$ cat src/rtl/stream_demux_ctrl.sv
// Packet-aware steering controller for an N-way stream demux.
// Locks the first-beat select for the whole packet and drops packets with an out-of-range select.
module stream_demux_ctrl #(
    parameter int unsigned NUM_OUTPUTS     = 4,
    parameter int unsigned NUM_LOG_OUTPUTS = $clog2(NUM_OUTPUTS),
    parameter int unsigned DATA_W          = 256,
    parameter int unsigned DROP_CNT_W      = 16
) (
    input  logic                                clk,
    input  logic                                rst_n,
    input  logic                                src_val,
    input  logic [NUM_LOG_OUTPUTS-1:0]          src_sel,
    input  logic [DATA_W-1:0]                   src_data,
    input  logic                                src_last,
    output logic                                src_rdy,
    output logic [NUM_OUTPUTS-1:0]              dst_val,
    output logic [NUM_OUTPUTS-1:0][DATA_W-1:0]  dst_data,
    output logic [NUM_OUTPUTS-1:0]              dst_last,
    input  logic [NUM_OUTPUTS-1:0]              dst_rdy,
    output logic [DROP_CNT_W-1:0]               drop_cnt
);

    localparam int unsigned SEL_CMP_W = NUM_LOG_OUTPUTS + 1;
    localparam logic [SEL_CMP_W-1:0] NUM_OUT_CMP = SEL_CMP_W'(NUM_OUTPUTS);

    typedef enum logic [1:0] {
        ST_IDLE   = 2'd0,
        ST_LOCKED = 2'd1,
        ST_DROP   = 2'd2
    } state_t;

    state_t                     r_state;
    state_t                     w_state_nxt;
    logic [NUM_LOG_OUTPUTS-1:0] r_cur_sel;
    logic                       r_out_val;
    logic [NUM_LOG_OUTPUTS-1:0] r_out_sel;
    logic [DATA_W-1:0]          r_out_data;
    logic                       r_out_last;
    logic [DROP_CNT_W-1:0]      r_drop_cnt;

    logic                       w_sel_rdy;
    logic                       w_can_load;
    logic                       w_sel_ok;
    logic                       w_accept;
    logic                       w_load;
    logic [NUM_LOG_OUTPUTS-1:0] w_load_sel;
    logic                       w_drop_inc;

    // Ready of the port currently held in the output register.
    always_comb begin
        w_sel_rdy = 1'b0;
        for (int i = 0; i < int'(NUM_OUTPUTS); i++) begin
            if (r_out_sel == NUM_LOG_OUTPUTS'(i)) begin
                w_sel_rdy = dst_rdy[i];
            end
        end
    end

    assign w_can_load = ~r_out_val | w_sel_rdy;
    assign w_sel_ok   = ({1'b0, src_sel} < NUM_OUT_CMP);

    always_ff @(posedge clk or negedge rst_n) begin
        if (!rst_n) begin
            r_state <= ST_IDLE;
        end else begin
            r_state <= w_state_nxt;
        end
    end

    always_comb begin
        w_state_nxt = r_state;
        w_load      = 1'b0;
        w_load_sel  = r_cur_sel;
        w_drop_inc  = 1'b0;
        src_rdy     = (r_state == ST_DROP) ? 1'b1 : w_can_load;
        w_accept    = src_val & src_rdy;
        case (r_state)
            ST_IDLE: begin
                if (w_accept) begin
                    if (w_sel_ok) begin
                        w_load     = 1'b1;
                        w_load_sel = src_sel;
                        if (!src_last) w_state_nxt = ST_LOCKED;
                    end else begin
                        w_drop_inc = 1'b1;
                        if (!src_last) w_state_nxt = ST_DROP;
                    end
                end
            end
            ST_LOCKED: begin
                if (w_accept) begin
                    w_load = 1'b1;
                    if (src_last) w_state_nxt = ST_IDLE;
                end
            end
            ST_DROP: begin
                if (w_accept && src_last) w_state_nxt = ST_IDLE;
            end
            default: w_state_nxt = ST_IDLE;
        endcase
    end

    // One-entry output register: drain and reload may happen in the same cycle.
    always_ff @(posedge clk or negedge rst_n) begin
        if (!rst_n) begin
            r_out_val  <= 1'b0;
            r_out_sel  <= '0;
            r_out_data <= '0;
            r_out_last <= 1'b0;
            r_cur_sel  <= '0;
        end else begin
            if (w_load) begin
                r_out_val  <= 1'b1;
                r_out_sel  <= w_load_sel;
                r_out_data <= src_data;
                r_out_last <= src_last;
                r_cur_sel  <= w_load_sel;
            end else if (w_can_load) begin
                r_out_val <= 1'b0;
            end
        end
    end

    always_ff @(posedge clk or negedge rst_n) begin
        if (!rst_n) begin
            r_drop_cnt <= '0;
        end else if (w_drop_inc && (r_drop_cnt != {DROP_CNT_W{1'b1}})) begin
            r_drop_cnt <= r_drop_cnt + DROP_CNT_W'(1);
        end
    end

    // Unselected outputs are gated to zero.
    always_comb begin
        dst_val  = '0;
        dst_last = '0;
        dst_data = '0;
        for (int i = 0; i < int'(NUM_OUTPUTS); i++) begin
            if (r_out_val && (r_out_sel == NUM_LOG_OUTPUTS'(i))) begin
                dst_val[i]  = 1'b1;
                dst_last[i] = r_out_last;
                dst_data[i] = r_out_data;
            end
        end
    end

    assign drop_cnt = r_drop_cnt;

endmodule

$ cat config.mk
export PLATFORM = sky130hd
export DESIGN_NAME = stream_demux_ctrl
export DESIGN_NICKNAME = d
export VERILOG_FILES = /design/src/rtl/stream_demux_ctrl.sv
export SDC_FILE = /design/constraint.sdc
export NUM_CORES = 1
export LEC_CHECK = 0
export BUFFER_PORTS_ARGS = -buffer_cell sky130_fd_sc_hd__clkbuf_2
export CORE_AREA = 2 2 510 512
export CTS_BUF_LIST = sky130_fd_sc_hd__clkbuf_8
export DETAILED_ROUTE_END_ITERATION = 6
export DIE_AREA = 0 0 512 514
export PLACE_DENSITY = 0.3
export SYNTH_ARGS = -nofsm -noshare
export SYNTH_HDL_FRONTEND = slang
export SYNTH_SLANG_ARGS = --single-unit
$ cat constraint.sdc
create_clock -name clk -period 4.79 [get_ports clk]
set_input_delay 0 -clock clk [delete_from_list [all_inputs] [get_ports clk]]
set_output_delay 0 -clock clk [all_outputs]
set_load 0.01 [all_outputs]
=== After elaboration in Yosys (flattened, before gate mapping) ===
Index checks and enable logic that the tools add are counted.
W data, S select, Z words.

* Bitwise logic cells: 3
* Equality and inequality tests: 10
* Multiplexer cells: 29
* Reduce and logical (&&, ||, !) cells: 11

{| class="wikitable"
|+ Operators with widths
! kind !! count
|-
| $mux W256 || 4
|-
| $mux W1 || 17
|-
| $mux W2 || 7
|-
| $ne A2 B2 Y1 const B || 4
|-
| $eq A2 B2 Y1 const B || 3
|-
| $pmux W2 S3 || 1
|-
| $logic_and A1 B1 Y1 || 5
|-
| $reduce_and A5 Y1 || 1
|-
| $eq A2 B1 Y1 const B || 2
|-
| $logic_not A2 Y1 || 2
|-
| $reduce_and A3 Y1 || 1
|-
| $ne A2 B1 Y1 const B || 1
|-
| $reduce_bool A2 Y1 || 1
|-
| $reduce_or A2 Y1 || 1
|-
| $and A1 B1 Y1 || 1
|-
| $not A1 Y1 || 1
|-
| $or A1 B1 Y1 || 1
|}

* Register bits after elaboration: 262
* Output and inout port bits: 1049
* Logic and storage cells: 58

=== Depth between registers and ports, before layout ===
Gate-level depths: netlist of the first run.

* Depth in word-level cells: 11
* Gate-level depth with buffers: 7
* Gate-level depth less buffers: 3

=== Worst setup path before layout of the first run ===
Ideal clock, no wire load.

* Kind: register to register
* Start point: register r_out_val
* End point: register r_out_data[100]
* Data required time: 4.665 ns
* Period minus slack after synthesis: 1.784 ns
* Setup time: 0.125 ns
* Cell stages (with the launch flop): 8
* Arrival time: 1.659 ns
* Setup slack: 3.006 ns
* Path through: dfrtp_1 -> nor2b_1 -> buf_2 -> a221o_1 -> buf_2 -> buf_6 -> buf_6 -> mux2_4

* Longest elaborated chain between the ends: 6

{| class="wikitable"
|+ Ends and longest elaborated chain
! element !! RTL line !! RTL
|-
| from (decl) || 35 || <nowiki>logic r_out_val;</nowiki>
|-
| from (signal assigned) || 106 || <nowiki>r_out_val <= 1'b0;</nowiki>
|-
| from (signal assigned) || 113 || <nowiki>r_out_val <= 1'b1;</nowiki>
|-
| from (signal assigned) || 119 || <nowiki>r_out_val <= 1'b0;</nowiki>
|-
| $not A1 Y1 || 59 || <nowiki>assign w_can_load = ~r_out_val | w_sel_rdy;</nowiki>
|-
| $or A1 B1 Y1 || 59 ||
|-
| $mux W1 || 75 || <nowiki>src_rdy = (r_state == ST_DROP) ? 1'b1 : w_can_load;</nowiki>
|-
| $and A1 B1 Y1 || 76 || <nowiki>w_accept = src_val & src_rdy;</nowiki>
|-
| $mux W1 || 91 || <nowiki>if (w_accept) begin</nowiki>
|-
| $mux W1 || - ||
|-
| to (signal assigned) || 115 || <nowiki>r_out_data <= src_data;</nowiki>
|-
| to (decl) || 37 || <nowiki>logic [DATA_W-1:0] r_out_data;</nowiki>
|}

No other way between the ends.
A chain may end at the register's enable or synchronous reset.

==> results.md, run 1 <==
Status:
- The run finished with clean final reports.

Pwr:
- VDD sags by at most 0.292 mV.
- The leakage power of the design is 17.6 nW.
- For this design the ratio of total power to cell area is 602 nW/um^2.
- The share of total power dissipated in sequential elements is 0.347.
- The power dissipated by switching net loads is 0.0107 W.
- Of the total power, combinational logic draws 0.522.
- Of the total power, the share spent switching nets is 0.524.
- The clock network fraction of total power is 0.131.
- The design internal power is 0.00975 W.

Die:
- The width of the chip is 512 um.
- The site row count is 187.
- From bottom edge to top edge, the die measures 514 um.
- The floorplan step defined a die boundary enclosing 263000 um^2.
- The initial standard-cell utilization of the core is 0.0689.
- The I/O pin count is 1315.
- The total area inside the core boundary comes to 258000 um^2.

CTS:
- The number of buffers created by CTS is 56.
- The clock tree synthesis step divided the H-tree into 2 levels.
- In this run the post-CTS setup repair buffer count came out at 0.
- Counting along the longest clock path gives a buffer depth of 3.
- After clock tree synthesis, the clock-pin slew on the worst setup and hold paths is 0.07 ns.
- The root buffer cell is sky130_fd_sc_hd__clkbuf_8.
- TritonCTS built the clock tree.
- The tree built by TritonCTS fans out to 261 sinks.
- The clock latency reported for the late side of the worst-skew pair is 0.76 ns.

Detailed routing:
- After detailed routing, the number of vias per cell comes to 2.94.
- After detailed routing, the number of remaining DRC violations is 0.
- The final routed wire length divided by cell count is 22.7 um.
- The first-pass detailed-route iteration total is 5.
- In this run, the number of DRC markers left after iteration 0 of detailed routing was 1029.
- The number of nets with antenna violations after routing is 0.
- The aggregate routed wire length is 158000 um.
- The total number of vias is 20400.

Logic synthesis:
- Of the synthesized area, sequential elements account for 0.367.
- The post-synthesis area per instance is 10.1 um^2.
- During synthesis, Yosys emitted a total of 0 warnings.
- The cell area after technology mapping is 17800 um^2.
- The synthesized design contains 261 register bits.
- The post-synthesis cell count is 1755.
- The count of unique library cells instantiated by Yosys is 18.

STA:
- At the pin with the least slew margin, the transition time is 1.13 ns.
- Summed over all failing endpoints, the final setup total negative slack is 0 ns.
- Setup repair after global routing left no endpoint under its margin.
- The max-slew violation count is 0.
- Derived from the worst setup path, the maximum achievable clock frequency is 271 MHz.
- The largest clock skew in the final design is 0.0429 ns.
- The worst path needs 3.69 ns of the cycle, external delays included.
- Setup violations remaining at the end of the flow were counted as 0.
- In this run the tightest slew margin relative to its limit is 0.246.
- Of the available clock period, the critical path in the final layout requires 0.771.
- The final number of hold-violating endpoints came to 0.

Critical path:
- By startpoint and endpoint, the worst setup path is classified as reg -> out.
- On the worst path, the slowest cell contributes a delay of 1.09 ns.
- STA classifies the critical path endpoint as an output pin.
- The cell type of the slowest stage on the worst timing path is sky130_fd_sc_hd__dfrtp_4.
- At the worst endpoint, the arrival time is 3.69 ns.
- The largest fanout on the critical path is 91.
- The signal on the critical path passes through and3_4, buf_12, and2_1, clkbuf_2.
- At the worst endpoint, the required time is 4.79 ns.
- STA classifies the critical path startpoint as a flop.

Cells and area:
- The library cell used most frequently in the layout, excluding fill and tap cells, is sky130_fd_sc_hd__clkbuf_2.
- The area growth from synthesis to layout is 91.4%.
- The share of cells above drive strength 1 is 0.484.
- In the layout the commonest cells are sky130_fd_sc_hd__clkbuf_2 (1297), sky130_fd_sc_hd__and2_1 (773), sky130_fd_sc_hd__dlygate4sd3_1 (462).
- Excluding fillers, the count of instances in the completed layout stands at 6932.
- The net count of the finished layout is 3705.

GRT:
- The initial antenna violation count is 97.
- The total routing resource utilization after global routing is 0.115.
- For this run the aggregate overflow at the end of global routing stands at 0.
- The first global-routing pass estimated 202000 um of wire.
- The via count of the first global-routing pass is 20200.
- Entering global routing, the biggest net connects 190 pins.

Placement:
- The congestion estimate from routability-driven global placement came to 0.791.
- Once detailed placement completed, the half-perimeter wirelength came to 130000 um.
- Input and output buffers added on the ports amount to 1298.
- Including well taps, the total number of placed cells is 6320.

Run:
- Max-cap violations in this run came to 0.

Worst hold path:
- The path class of the tightest hold or removal check is in -> reg.
layer usage:
layer  track usage  wire (um)
met4        0.0307       4550
met5             0        223
met1         0.151      70700
met2         0.180      68800
met3        0.0341      13200
critical path: cells and delay by family, from the launching register on:
| family | cells | cell delay (ns) |
|---|---|---|
| flip-flops | 1 | 1.09 |
| buffers and inverters | 2 | 0.47 |
| AND/OR/NAND/NOR | 2 | 1.14 |
cells by family after synthesis:
logic type             after synthesis  synth area share
and+or+nand+nor                   1036             0.364
other                                1          0.000211
DFF                                261             0.367
muxes                              262             0.212
buffers and inverters              192            0.0550
AOI/OAI and AO/OA                    3           0.00148
area by class of cell:
class | count | area, um^2
antenna | 53 | 133
clock buffer | 67 | 922
clock inverter | 29 | 230
fill | 29800 | 224000
inverter | 2 | 7.51
multi-input combinational | 1317 | 10400
sequential | 261 | 6540
tap | 3402 | 4260
timing repair buffer | 1801 | 11600
power groups by stage:
stage	registers, W	clock network [W]	logic, W
6_report	0.00711	0.00268	0.0107
3_3_place_gp	0.00730	0	0.0106
3_5_place_dp	0.00736	0	0.0105
2_1_floorplan	0.00409	0	0.00638
5_1_grt	0.00739	0.00293	0.0115
4_1_cts	0.00734	0.00287	0.0109
path summary, 6_finish.rpt:
check / start / endpoint / slack [ns] / cells after the start
setup / recovery: r_out_sel[0]$_DFFE_PN0P_ / dst_data[936] / 1.10 / 4
hold / removal: src_data[211] / r_out_data[211]$_DFFE_PN0P_ / 0.11 / 3
setup reg to reg: r_out_sel[0]$_DFFE_PN0P_ / r_out_data[115]$_DFFE_PN0P_ / 1.28 / 4
hold reg to reg: r_state[0]$_DFFE_PN0P_ / r_state[0]$_DFFE_PN0P_ / 0.56 / 2
max in group asynchronous: rst_n / r_out_sel[0]$_DFFE_PN0P_ / 3.41 / 4
min in group asynchronous: rst_n / r_out_data[146]$_DFFE_PN0P_ / 0.52 / 4
cell usage after synthesis:
master                     count  area share
sky130_fd_sc_hd__a221o_1       1     0.00056
sky130_fd_sc_hd__a221oi_1      1     0.00049
sky130_fd_sc_hd__a22oi_1       1     0.00042
sky130_fd_sc_hd__and2_1      773        0.27
sky130_fd_sc_hd__and3_1      258       0.091
sky130_fd_sc_hd__buf_2         8      0.0023
sky130_fd_sc_hd__buf_4        16      0.0068
sky130_fd_sc_hd__buf_6        25       0.016
sky130_fd_sc_hd__clkbuf_1    141       0.030
sky130_fd_sc_hd__conb_1        1     0.00021
sky130_fd_sc_hd__dfrtp_1     261        0.37
sky130_fd_sc_hd__inv_1         2     0.00042
sky130_fd_sc_hd__mux2_2       40       0.025
sky130_fd_sc_hd__mux2_4      219        0.18
sky130_fd_sc_hd__mux2i_1       3      0.0017
sky130_fd_sc_hd__nand2_1       1     0.00021
sky130_fd_sc_hd__nand2b_1      1     0.00035
sky130_fd_sc_hd__nor2b_1       3      0.0011
state kept, by name (all words and copies together) (netlist names):
register	flops
r_state	1
r_out_sel	2
r_out_last	1
r_out_val	1
r_out_data	256
what timing repair did:
action | in CTS | in global routing
hold endpoints to repair | 522 | 0
gates resized for setup | 0 | 0
hold buffers | 463 | 0
metrics by stage:
stage                util  hold WS [ns]  area, um^2  power [W]  setup slack [ns]
detailed placement  0.109       -0.0197       28100     0.0178              1.18
global placement    0.109       -0.0296       28100     0.0179              1.22
CTS                 0.131      0.000636       33900     0.0211             0.838
floorplan               -        -0.296       17800     0.0105              3.01
global route        0.131        0.0298       33900     0.0218             0.756
finish              0.132         0.108       34000     0.0205              1.10
Note: power is estimated with default switching activity, not from simulation.
==> run 2, diff against run 1 <==
--- a/config.mk
+++ b/config.mk
@@ -5,11 +5,12 @@
 export SDC_FILE = /design/constraint.sdc
 export NUM_CORES = 1
 export LEC_CHECK = 0
+export ABC_AREA = 1
 export BUFFER_PORTS_ARGS = -buffer_cell sky130_fd_sc_hd__clkbuf_2
-export CORE_AREA = 2 2 510 512
+export CORE_AREA = 2 2 519 521
 export CTS_BUF_LIST = sky130_fd_sc_hd__clkbuf_8
 export DETAILED_ROUTE_END_ITERATION = 6
-export DIE_AREA = 0 0 512 514
+export DIE_AREA = 0 0 521 523
 export PLACE_DENSITY = 0.3
 export SYNTH_ARGS = -nofsm -noshare
 export SYNTH_HDL_FRONTEND = slang
==> constraint.sdc (replaced) <==
create_clock -name clk -period 3.75 [get_ports clk]
set_input_delay 0 -clock clk [delete_from_list [all_inputs] [get_ports clk]]
set_output_delay 0 -clock clk [all_outputs]
set_load 0.01 [all_outputs]
==> results.md, run 2 <==
Status:
- The flow ran to the end, and the final reports show no timing, DRC or antenna violations.

Detailed routing:
- The vias per cell is 2.90 (-1.3%).
- The number of DRC violations after detailed routing is 0 (unchanged).
- The final routed wire length divided by cell count is 20.2 um (-11%).
- The DRC marker count from the first detailed-route iteration is 1233 (+20%).
- The aggregate routed wire length is 155000 um (-1.5%).
- The total number of vias is 22300 (+9.6%).
- The first-pass detailed-route iteration total is 5 (unchanged).
- The number of nets with antenna violations after routing is 0 (unchanged).

Pwr:
- The design internal power is 0.00995 W (+2.1%).
- The power per unit of standard cell area came to 730 nW/um^2 (+21%).
- The clock network fraction of total power came to 0.148 (+0.017).
- The switching share of power is 0.577 (+0.0526).
- The leakage power of the design is 16.3 nW (-7.6%).
- The share of power burned in combinational logic is 0.661 (+0.139).
- The power dissipated by switching net loads is 0.0136 W (+26%).
- The worst voltage drop across the vdd grid is 0.273 mV (-6.6%).
- The register share of total power is 0.191 (-0.156).

Critical path:
- The signal arrival time at the worst endpoint is 3.34 ns (-0.35 ns).
- In this run the critical register-to-register path is launched from r_out_sel[1]$_DFFE_PN0P_.
- The type of origin of the critical path is a flop.
- Traced cell by cell, the critical path runs through inv_1, nor3_1, inv_8, buf_12, nor2_1, clkbuf_2.
- The largest fanout on the critical path is 88 (-3.3%).
- The cell count of the worst reg-to-reg path is 10 (+6).
- The worst setup path is of the reg -> out kind.
- The combined buffer and inverter count along the critical path came to 4 (+2).
- The setup slack of the most critical reg-to-reg path was 0.66 ns (-0.62 ns).
- The capturing element type of the critical path is an output pin.
- The slowest stage of the critical path is the sky130_fd_sc_hd__nor3_1 cell.
- On the critical path the largest part of the delay comes from buffers and inverters.
- The cell depth of the worst setup path is 6 (+2).
- The largest stage delay on the critical path is 0.66 ns (-0.43 ns).
- The data required time at the worst endpoint is 3.75 ns (-1.04 ns).
- In this run the critical register-to-register path is captured at r_out_data[251]$_DFFE_PN0P_.

GRT:
- The maximum number of pins on one net before global-route repair is 101 (-47%).
- The aggregate global routing overflow was 0 (unchanged).
- The total routing resource utilization after global routing came to 0.108 (-0.00616).
- The initial antenna violation count is 37 (-62%).
- The via count of the first global-routing pass came to 21500 (+6.6%).
- The wire length of the first global-routing pass was 199000 um (-1.8%).

Logic synthesis:
- The count of warnings emitted by yosys is 0 (unchanged).
- The proportion of netlist area held by the largest area contributor is 0.444 (+0.0767).
- The dominant synthesized flop cell is sky130_fd_sc_hd__dfrtp_1.
- The biggest area consumer among synthesized cells is sky130_fd_sc_hd__dfrtp_1.
- The register area share after synthesis was 0.444 (+0.0767).
- The cell area after technology mapping is 14700 um^2 (-17%).
- The count of unique library cells instantiated by Yosys is 18 (unchanged).
- The fraction of synthesis flops using an asynchronous set or reset pin came to 1.00 (unchanged).
- The flip-flop and latch count after synthesis is 261 (unchanged).
- The number of enable-type register cells in the synthesized netlist is 0 (unchanged).
- After synthesis, the cell types taking the most area are sky130_fd_sc_hd__dfrtp_1 (44%), sky130_fd_sc_hd__nor2_1 (26%), sky130_fd_sc_hd__o21ai_1 (8.6%), sky130_fd_sc_hd__nand2_1 (6.9%), sky130_fd_sc_hd__inv_1 (6.7%).
- Ranked by instance count, the synthesized netlist is headed by sky130_fd_sc_hd__nor2_1 (1033), sky130_fd_sc_hd__nand2_1 (271), sky130_fd_sc_hd__inv_1 (264).
- The post-synthesis area per instance was 6.44 um^2 (-36%).
- The post-synthesis cell count is 2286 (+30%).
- The most frequent cell after synthesis is sky130_fd_sc_hd__nor2_1.

Cells and area:
- The area growth from synthesis to layout is 119%.
- The area of combinational cells with multiple inputs is 6320 um^2 (-39%).
- The storage element area was 6530 um^2 (about the same).
- Leaving out fill and tap cells, the most frequent cell in the layout is sky130_fd_sc_hd__clkbuf_2.
- The largest registers in the layout are r_out_data x256, r_out_sel x2.
- The layout net count is 4351 (+17%).
- r_out_data holds more flip-flops than any other register.
- The share of cells above drive strength 1 is 0.348 (-0.136).
- The post-layout utilization of the core is 0.121 (-0.0111).
- The number of flip-flops under the largest register name is 256 (unchanged).
- The top cell types in the final layout, fill and taps aside, are sky130_fd_sc_hd__clkbuf_2 (1297), sky130_fd_sc_hd__nor2_1 (1033), sky130_fd_sc_hd__dlygate4sd3_1 (560).
- The fill cell instance count of the final layout came to 31400 (+5.2%).

CTS:
- The maximum clock path buffer count is 3 (unchanged).
- The number of clock sinks is 261 (unchanged).
- The number of buffers created by CTS is 58 (+3.6%).
- The deepest level of the CTS H-tree is 2 (unchanged).
- The number of post-CTS setup repair buffers is 0 (unchanged).
- The clock latency reported for the late side of the worst-skew pair is 0.80 ns (+0.04 ns).
- Clock tree synthesis selected as its root buffer the cell sky130_fd_sc_hd__clkbuf_8.
- TritonCTS built the clock tree.
- The clock transition time at the flip-flop clock pins of the worst setup and hold paths is 0.06 ns (about the same).

Placement:
- The placed wire-length estimate after detailed placement is 130000 um (-0.37%).
- The placement-stage worst setup slack came to 1.01 ns (-0.167 ns).
- The count of port buffers added during placement came to 1298 (unchanged).
- The routability-driven placement congestion ratio is 0.796 (+0.66%).

STA:
- The number of failing setup endpoints in the final timing report is 0 (unchanged).
- The final number of hold-violating endpoints was 0 (unchanged).
- The largest clock skew in the final design is 0.0472 ns (+0.00428 ns).
- The worst max-slew margin expressed relative to the limit is 0.197 (-0.0491).
- The slew of the pin with the lowest slew margin is 1.20 ns (+0.0737 ns).
- The period utilization is 0.891.
- The total negative slack is 0 ns (unchanged).
- The post-layout worst setup margin is 0.409 ns (-0.686 ns).
- The clock period could shrink to 3.34 ns.
- Setup repair after global routing left no endpoint under its margin.
- Timing would allow up to 299 MHz.
- The max-slew violation count is 0 (unchanged).

Worst hold path:
- The end point of the worst hold path is r_out_data[88]$_DFFE_PN0P_.
- The startpoint identified for the worst hold timing path is src_data[88].
- The worst hold path belongs to the class in -> reg.
- The number of cells on the worst hold path is 4 (+1).

Run:
- The count of maximum capacitance violations is 0 (unchanged).

Die:
- The placeable core region is 267000 um^2 (+3.4%).
- The initial standard-cell utilization of the core was 0.0551 (-0.0138).
- The die area is 272000 um^2 (+3.5%).
- The I/O pin count came to 1315 (unchanged).
- The die span in y is 523 um (+1.8%).
- The width of the chip is 521 um (+1.8%).
- The site row count is 190 (+1.6%).
run 2: worst reg2reg max path, cell delays in order (launching register included):
cell                            delay [ns]
sky130_fd_sc_hd__dfrtp_1              0.48
sky130_fd_sc_hd__nor2_1               0.26
sky130_fd_sc_hd__nand2_1              0.10
sky130_fd_sc_hd__nand3_1              0.13
sky130_fd_sc_hd__nand3_2              0.14
sky130_fd_sc_hd__inv_8                0.34
sky130_fd_sc_hd__buf_4                0.35
sky130_fd_sc_hd__nand2_1              0.07
sky130_fd_sc_hd__dlygate4sd3_1        0.55
sky130_fd_sc_hd__o21ai_1              0.07
sky130_fd_sc_hd__dlygate4sd3_1        0.55
run 2: layout make-up:
| class | instances | area share |
|---|---|---|
| clock inverter | 32 | 0.00722 |
| timing repair buffer | 1909 | 0.393 |
| inverter | 269 | 0.0320 |
| sequential | 261 | 0.203 |
| antenna | 21 | 0.00163 |
| clock buffer | 69 | 0.0295 |
| tap | 3552 | 0.138 |
| multi-input combinational | 1586 | 0.196 |
run 2: repair_timing:
item	4_1_cts	5_1_grt
hold buffers	561	0
setup endpoints to repair	0	1
gates resized for setup	0	1
endpoints found under the hold margin	522	0
run 2: per-stage QoR:
stage	hold WS, ns	cell area (um^2)	instances	total power, W
after floorplan	-0.296	14800	2301	0.0110
after global placement	0.0241	25400	7016	0.0198
after detailed placement	0.0231	25400	7016	0.0198
after CTS	0.00168	32200	7678	0.0243
after global routing	0.0555	32200	7683	0.0254
final	0.102	32200	7699	0.0235
run 2: worst max-delay path by stage:
stage                     slack (ns)                startpoint                           to
after floorplan                 2.19  r_out_sel[1]$_DFFE_PN0P_                dst_data[301]
after global placement          1.00  r_out_sel[1]$_DFFE_PN0P_  r_out_data[111]$_DFFE_PN0P_
after detailed placement        1.01  r_out_sel[1]$_DFFE_PN0P_                dst_data[571]
after CTS                       0.08  r_out_sel[1]$_DFFE_PN0P_                dst_data[571]
after global routing            0.17     r_out_val$_DFFE_PN0P_                dst_data[313]
final                           0.41     r_out_val$_DFFE_PN0P_                dst_data[313]
run 2: kinds of logic after synthesis:
| kind of cell | Yosys count | share of synthesized area |
|---|---|---|
| AO/OA/AOI/OAI | 258 | 0.0878 |
| AND/OR/NAND/NOR | 1312 | 0.336 |
| other | 1 | 0.000255 |
| buffers and inverters | 454 | 0.132 |
| flip-flops | 261 | 0.444 |
run 2: power by group through the flow:
stage	clock network [W]	logic, W	registers [W]
final	0.00347	0.0155	0.00450
after global routing	0.00379	0.0169	0.00465
after CTS	0.00372	0.0161	0.00449
after detailed placement	0	0.0153	0.00453
after global placement	0	0.0153	0.00452
after floorplan	0	0.00652	0.00447
run 2: layer usage:
| metal | part of all wire | track usage | up-vias |
|---|---|---|---|
| li1 | - | - | 10400 |
| met1 | 0.44 | 0.137 | 10600 |
| met2 | 0.46 | 0.178 | 1163 |
| met3 | 0.061 | 0.0211 | 195 |
| met4 | 0.043 | 0.0465 | 4 |
| met5 | 0.00017 | 0 | - |
